--- config.mk ---
export PLATFORM = sky130hd
export DESIGN_NAME = fifo_wr_arbiter_flat
export DESIGN_NICKNAME = d
export VERILOG_FILES = /design/src/rtl/fifo_wr_arbiter_if.sv /design/src/rtl/fifo_wr_arbiter.sv /design/src/flat_wrapper.sv
export SDC_FILE = /design/constraint.sdc
export NUM_CORES = 1
export LEC_CHECK = 0
export ABC_AREA = 1
export ABC_CLOCK_PERIOD_IN_PS = 1400
export CORE_MARGIN = 5
export CORE_UTILIZATION = 30
export CTS_CLUSTER_DIAMETER = 40
export CTS_CLUSTER_SIZE = 30
export DETAILED_ROUTE_END_ITERATION = 12
export PLACE_DENSITY_LB_ADDON = 0.08
export SKIP_CTS_REPAIR_TIMING = 1
export SYNTH_ARGS = -nofsm -noshare
export SYNTH_HDL_FRONTEND = slang
export SYNTH_SLANG_ARGS = --single-unit
--- constraint.sdc ---
create_clock -name clk -period 1.4 [get_ports clk]
set_input_delay 0.28 -clock clk [delete_from_list [all_inputs] [get_ports clk]]
set_output_delay 0.28 -clock clk [all_outputs]
set_load 0.05 [all_outputs]
--- src/rtl/fifo_wr_arbiter_if.sv ---
// -----------------------------------------------------------------------------
// fifo_wr_arbiter_if
//   Bundles the producer-side request lanes and the FIFO write port that the
//   round-robin write arbiter sits between.
//
//   Signals:
//     req        producer -> arbiter   per-requester word-valid
//     req_data   producer -> arbiter   flattened lanes, lane i = [i*DATA_W +: DATA_W]
//     fifo_full  FIFO     -> arbiter   full flag
//     gnt        arbiter  -> producer  registered one-hot grant
//     ack        arbiter  -> producer  combinational word-accepted strobe
//     fifo_wr_en arbiter  -> FIFO      write enable
//     fifo_din   arbiter  -> FIFO      write data
//     grant_id   arbiter  -> observer  index of current/last grantee
//     busy       arbiter  -> observer  high while a grant is held
//
//   Modports:
//     master  the arbiter itself
//     slave   the surrounding producers/FIFO (or a testbench)
// -----------------------------------------------------------------------------
interface fifo_wr_arbiter_if #(
   parameter int NUM_REQ = 4,
   parameter int DATA_W  = 8
);
   localparam int ID_W = (NUM_REQ > 1) ? $clog2(NUM_REQ) : 1;

   logic [NUM_REQ-1:0]        req;
   logic [NUM_REQ*DATA_W-1:0] req_data;
   logic                      fifo_full;
   logic [NUM_REQ-1:0]        gnt;
   logic [NUM_REQ-1:0]        ack;
   logic                      fifo_wr_en;
   logic [DATA_W-1:0]         fifo_din;
   logic [ID_W-1:0]           grant_id;
   logic                      busy;

   modport master (
      input  req, req_data, fifo_full,
      output gnt, ack, fifo_wr_en, fifo_din, grant_id, busy
   );

   modport slave (
      output req, req_data, fifo_full,
      input  gnt, ack, fifo_wr_en, fifo_din, grant_id, busy
   );
endinterface

--- src/rtl/fifo_wr_arbiter.sv ---
// -----------------------------------------------------------------------------
// fifo_wr_arbiter
//   Round-robin arbiter sharing one FIFO write port between NUM_REQ producers.
//   One requester is granted at a time; the grant is held for at most
//   MAX_BURST accepted words, is stretched (never released) while the FIFO is
//   full, and is dropped early when the grantee withdraws its request. Every
//   grant is followed by exactly one idle cycle before the next arbitration.
//
//   Ports:
//     clk   system clock, all state on the rising edge
//     rst   asynchronous active-high reset
//     bus   fifo_wr_arbiter_if.master: req/req_data/fifo_full in,
//           gnt/ack/fifo_wr_en/fifo_din/grant_id/busy out
// -----------------------------------------------------------------------------
module fifo_wr_arbiter #(
   parameter int NUM_REQ   = 4,
   parameter int DATA_W    = 8,
   parameter int MAX_BURST = 4
) (
   input  logic                clk,
   input  logic                rst,
   fifo_wr_arbiter_if.master   bus
);
   localparam int ID_W = (NUM_REQ > 1) ? $clog2(NUM_REQ) : 1;

   typedef enum logic {
      IDLE  = 1'b0,
      GRANT = 1'b1
   } state_t;

   state_t             state_q, state_d;
   logic [NUM_REQ-1:0] gnt_q, gnt_d;
   logic [ID_W-1:0]    grant_id_q, grant_id_d;
   logic [3:0]         burst_cnt_q, burst_cnt_d;

   logic [NUM_REQ-1:0] ack;
   logic               wr_en;
   logic [DATA_W-1:0]  din;

   logic               win_found;
   logic [ID_W-1:0]    win_id;
   logic [ID_W-1:0]    scan_idx;
   logic               last_word;
   logic               release_gnt;

   // Accept path: purely combinational so a word is written on the same edge
   // it is acknowledged. The full flag gates every ack, which is what keeps
   // fifo_wr_en low whenever the FIFO is full.
   always_comb begin
      ack   = gnt_q & bus.req & {NUM_REQ{~bus.fifo_full}};
      wr_en = |ack;
      din   = '0;
      // ack is at most one-hot, so an AND-OR mux selects the granted lane
      // and yields zero when nothing is written.
      for (int i = 0; i < NUM_REQ; i++) begin
         if (ack[i]) begin
            din = din | bus.req_data[i*DATA_W +: DATA_W];
         end
      end
   end

   // Round-robin search starting just after the last grantee. Scanning from
   // the farthest offset down to the nearest lets the nearest hit win without
   // a priority chain; the offset sum wraps naturally since NUM_REQ is 2**ID_W.
   always_comb begin
      win_found = 1'b0;
      win_id    = grant_id_q;
      scan_idx  = grant_id_q;
      for (int k = NUM_REQ; k >= 1; k--) begin
         scan_idx = grant_id_q + ID_W'(k);
         if (bus.req[scan_idx]) begin
            win_found = 1'b1;
            win_id    = scan_idx;
         end
      end
   end

   // The MAX_BURST-th word releases the grant; a withdrawn request releases it
   // regardless of the count. Both together still give a single release.
   assign last_word   = (burst_cnt_q == 4'(MAX_BURST - 1));
   assign release_gnt = ~bus.req[grant_id_q] | (wr_en & last_word);

   always_comb begin
      state_d     = state_q;
      gnt_d       = gnt_q;
      grant_id_d  = grant_id_q;
      burst_cnt_d = burst_cnt_q;
      case (state_q)
         IDLE: begin
            if (win_found) begin
               state_d        = GRANT;
               gnt_d          = '0;
               gnt_d[win_id]  = 1'b1;
               grant_id_d     = win_id;
               burst_cnt_d    = '0;
            end
         end
         GRANT: begin
            if (release_gnt) begin
               state_d     = IDLE;
               gnt_d       = '0;
               burst_cnt_d = '0;
            end else if (wr_en) begin
               burst_cnt_d = burst_cnt_q + 4'd1;
            end
         end
         default: begin
            state_d     = IDLE;
            gnt_d       = '0;
            burst_cnt_d = '0;
         end
      endcase
   end

   always_ff @(posedge clk or posedge rst) begin
      if (rst) begin
         state_q     <= IDLE;
         gnt_q       <= '0;
         // Pointing at the last requester makes requester 0 the first
         // candidate after reset.
         grant_id_q  <= ID_W'(NUM_REQ - 1);
         burst_cnt_q <= '0;
      end else begin
         state_q     <= state_d;
         gnt_q       <= gnt_d;
         grant_id_q  <= grant_id_d;
         burst_cnt_q <= burst_cnt_d;
      end
   end

   assign bus.gnt        = gnt_q;
   assign bus.ack        = ack;
   assign bus.fifo_wr_en = wr_en;
   assign bus.fifo_din   = din;
   assign bus.grant_id   = grant_id_q;
   assign bus.busy       = (state_q == GRANT);

endmodule

--- src/flat_wrapper.sv ---
// flat-port wrapper written by rule: the top's interface ports become plain ports
module fifo_wr_arbiter_flat 
#(
   parameter int NUM_REQ   = 4,
   parameter int DATA_W    = 8,
   parameter int MAX_BURST = 4
)
  (clk, rst, bus_req, bus_req_data, bus_fifo_full, bus_gnt, bus_ack, bus_fifo_wr_en, bus_fifo_din, bus_grant_id, bus_busy);
  fifo_wr_arbiter_if #(.NUM_REQ(NUM_REQ), .DATA_W(DATA_W)) bus_i ();
  input  logic clk;
  input  logic rst;
  input wire logic [$bits(bus_i.req)-1:0] bus_req;
  input wire logic [$bits(bus_i.req_data)-1:0] bus_req_data;
  input wire logic [$bits(bus_i.fifo_full)-1:0] bus_fifo_full;
  output wire logic [$bits(bus_i.gnt)-1:0] bus_gnt;
  output wire logic [$bits(bus_i.ack)-1:0] bus_ack;
  output wire logic [$bits(bus_i.fifo_wr_en)-1:0] bus_fifo_wr_en;
  output wire logic [$bits(bus_i.fifo_din)-1:0] bus_fifo_din;
  output wire logic [$bits(bus_i.grant_id)-1:0] bus_grant_id;
  output wire logic [$bits(bus_i.busy)-1:0] bus_busy;
  assign bus_i.req = bus_req;
  assign bus_i.req_data = bus_req_data;
  assign bus_i.fifo_full = bus_fifo_full;
  assign bus_gnt = bus_i.gnt;
  assign bus_ack = bus_i.ack;
  assign bus_fifo_wr_en = bus_i.fifo_wr_en;
  assign bus_fifo_din = bus_i.fifo_din;
  assign bus_grant_id = bus_i.grant_id;
  assign bus_busy = bus_i.busy;
  fifo_wr_arbiter #(.NUM_REQ(NUM_REQ), .DATA_W(DATA_W), .MAX_BURST(MAX_BURST)) u_core (.clk(clk), .rst(rst), .bus(bus_i));
endmodule
==> metrics, run 1 <==
Worst Skew=0.00810 ns; sw frac=51.0%; CP Launch Type=flip-flop; Core Region=3340 um2; Root Buffer=clkbuf_4; Nets=300; post-route setup slack=-0.267 ns; Worst-Margin Slew=0.407 ns; Reg2Reg Setup Slack=-0.25 ns; largest net degree at the start of global routing=12; diodes inserted=0; FF/Latch Area=282 um2; post-synthesis cell count=164; Routed Antenna Nets=0; top post-synthesis cells by area=nand2_1 (29%), dfrtp_1 (22%), nand3_1 (6.8%); failing checks=negative setup slack; Port Buf Inserts=58; Top delay family on crit path=simple AND/OR/NAND/NOR gates; setup_tns=-4.42 ns; Peak VDD IR=0.977 mV; Hold Worst Slack=0.292 ns; syn nets=204; Die Span Y=68.5 um; drt first pass iters=4; Tmin final=1.67 ns; CP Buf/Inv Count=1; Die X=68.5 um; power density cells=1640 nW/um2; CTS Buf Count=3; clock power share=5.5%; Async SR Flop Fraction=100%; P_int=1.87 mW; Initial Util=30.7%; commonest non-fill, non-tap cell in the layout=nand2_1; R2R cell count=10; FF+latch count, synth=11; most frequent cells in the layout=nand2_1 (59), clkdlybuf4s50_1 (33), nand2_2 (22); Psw=1.94 mW; layout cell share with drive strength beyond 1=43.2%; RSZ-0062 raised after global routing=true; area leader, netlist=nand2_1; final hold vios=0; grt ovf=0; count of cell types in the netlist=23; crit end category=output pin; # Max-Cap Violations=0; H-tree depth=1; area of the multi-input gates=822 um2; pre-CTS WS=-0.398 ns; vias in the first global route=1159; Crit Reg-Reg Endpoint=u_core.bus.grant_id[0]$_DFFE_PP1P_; part of the power in combinational logic=78.2%; fmax=0.600 GHz; Vias/cell=4.79; clock slew at reported path FFs=0.07 ns; Placement Rows=21; worst reg2reg path startpoint=u_core.bus.grant_id[0]$_DFFE_PP1P_; Final Cycle Share=119%; CP Max Fanout=5; # setup viols final=24; DP Wirelength=3240 um; leakage power figure=1.14 nW; arrival time at the worst endpoint=1.39 ns; relative slew slack=72.9%; global-route wire length before repair=5400 um; vias=1462; clock buffer depth=2; final max-slew violation count=0; filler instances=266; # DRC=0; ys flop type=dfrtp_1; status=complete, but fails checks; PnR Total Power=3.81 mW; Mapped Area=1030 um2; full die area=4690 um2; critical path type=flip-flop to output pin; clk_lat worst skew=0.27 ns; DRT Wirelength=4510 um; area grow syn2layout=127%; synth warn=0; EDFF count, synth=0; WP data required=1.12 ns; Routed WL per cell=14.8 um; all-layer global routing usage=15.3%; GP Congestion=0.915; worst-path cell chain=nand2_4 -> nor2_4 -> nand2_1 -> nand4_1 -> buf_12; CP max-delay cell=dfrtp_2; CP max stage delay=0.41 ns; IO Pins=59; Reg power frac=16.4%; clk sinks=11; initial antenna violation count=0; CTS tree=yes; sequential element share of the synthesized area=27.1%; drt initial violations=99; Hold Path Class=primary input to async pin; mean post-synth cell area=6.26 um2; top-area cell type share of the netlist area=28.9%
cell families after synthesis:
logic type                 after synthesis  share of synthesized area [%]
AOI/OAI and AO/OA                        9                           6.22
buffers and inverters                   20                           8.05
DFF                                     11                           27.1
and+or+nand+nor                        121                           55.7
adders and majority gates                1                           1.22
xor gates and xnor gates                 2                           1.71
per-layer routing:
metal	GRT usage [%]	vias to the layer above	part of all wire [%]
met5	0	-	0
met4	3.72	0	1.4
met3	3.12	9	8.8
met2	23.1	68	46
met1	21.9	657	44
li1	-	728	-
metrics by stage:
stage	std cells	util [%]	cell area (um2)
after CTS	294	63.0	2100
after floorplan	164	-	1070
final	305	69.9	2330
after global placement	290	62.1	2070
after global routing	305	69.9	2330
after detailed placement	290	62.1	2070
state kept, by name (all words and copies together) (netlist names):
register and cells:
u_core.bus.busy 1, u_core.burst_cnt_q 4, u_core.bus.grant_id 2, u_core.bus.gnt 4
layout make-up:
cell class | count | area share [%]
clock inverter | 1 | 0.215
multi-input combinational | 136 | 35.3
timing repair inverter | 2 | 0.537
sequential | 11 | 12.1
inverter | 19 | 3.49
tap | 46 | 2.47
clock buffer | 3 | 0.966
timing repair buffer | 87 | 45.0
synthesized netlist by cell type, types with 2 or more instances:
| cell type | instances |
|---|---|
| nand2_1 | 79 |
| nand4_1 | 11 |
| nand2_2 | 6 |
| o21ai_2 | 2 |
| dfstp_2 | 2 |
| clkinv_1 | 2 |
| nand3_2 | 3 |
| xor2_1 | 2 |
| o21ai_0 | 3 |
| nand3_1 | 14 |
| o21ai_1 | 3 |
| nor2_4 | 3 |
| dfrtp_1 | 9 |
| inv_2 | 4 |
| inv_1 | 13 |
power by group through the flow:
stage / Sequential (mW) / Combinational, mW / Clock [mW]
6_report: 0.624 / 2.98 / 0.208
5_1_grt: 0.640 / 3.20 / 0.228
4_1_cts: 0.591 / 2.63 / 0.217
3_5_place_dp: 0.599 / 2.62 / 0
3_3_place_gp: 0.588 / 2.58 / 0
2_1_floorplan: 0.807 / 1.27 / 0
worst max-delay path by stage:
stage / cells past startpoint / from / slack, ns / endpoint
global route: 5 / u_core.bus.gnt[2]$_DFFE_PP0P_ / -0.32 / bus_fifo_din[1]
global placement: 6 / bus_req[2] / -0.40 / bus_fifo_din[6]
CTS: 6 / bus_req[2] / -0.42 / bus_fifo_din[6]
detailed placement: 6 / bus_req[3] / -0.40 / bus_fifo_din[3]
floorplan: 4 / u_core.bus.gnt[2]$_DFFE_PP0P_ / -0.42 / bus_fifo_din[1]
finish: 5 / u_core.bus.gnt[2]$_DFFE_PP0P_ / -0.27 / bus_fifo_din[1]
(Power assumes the default switching activity.)
==> run 2: changes to the inputs <==
- CTS_CLUSTER_SIZE: 30 -> 25
==> results of run 2 <==
No change in the layout: final DEF, timing and power equal those of run 1.
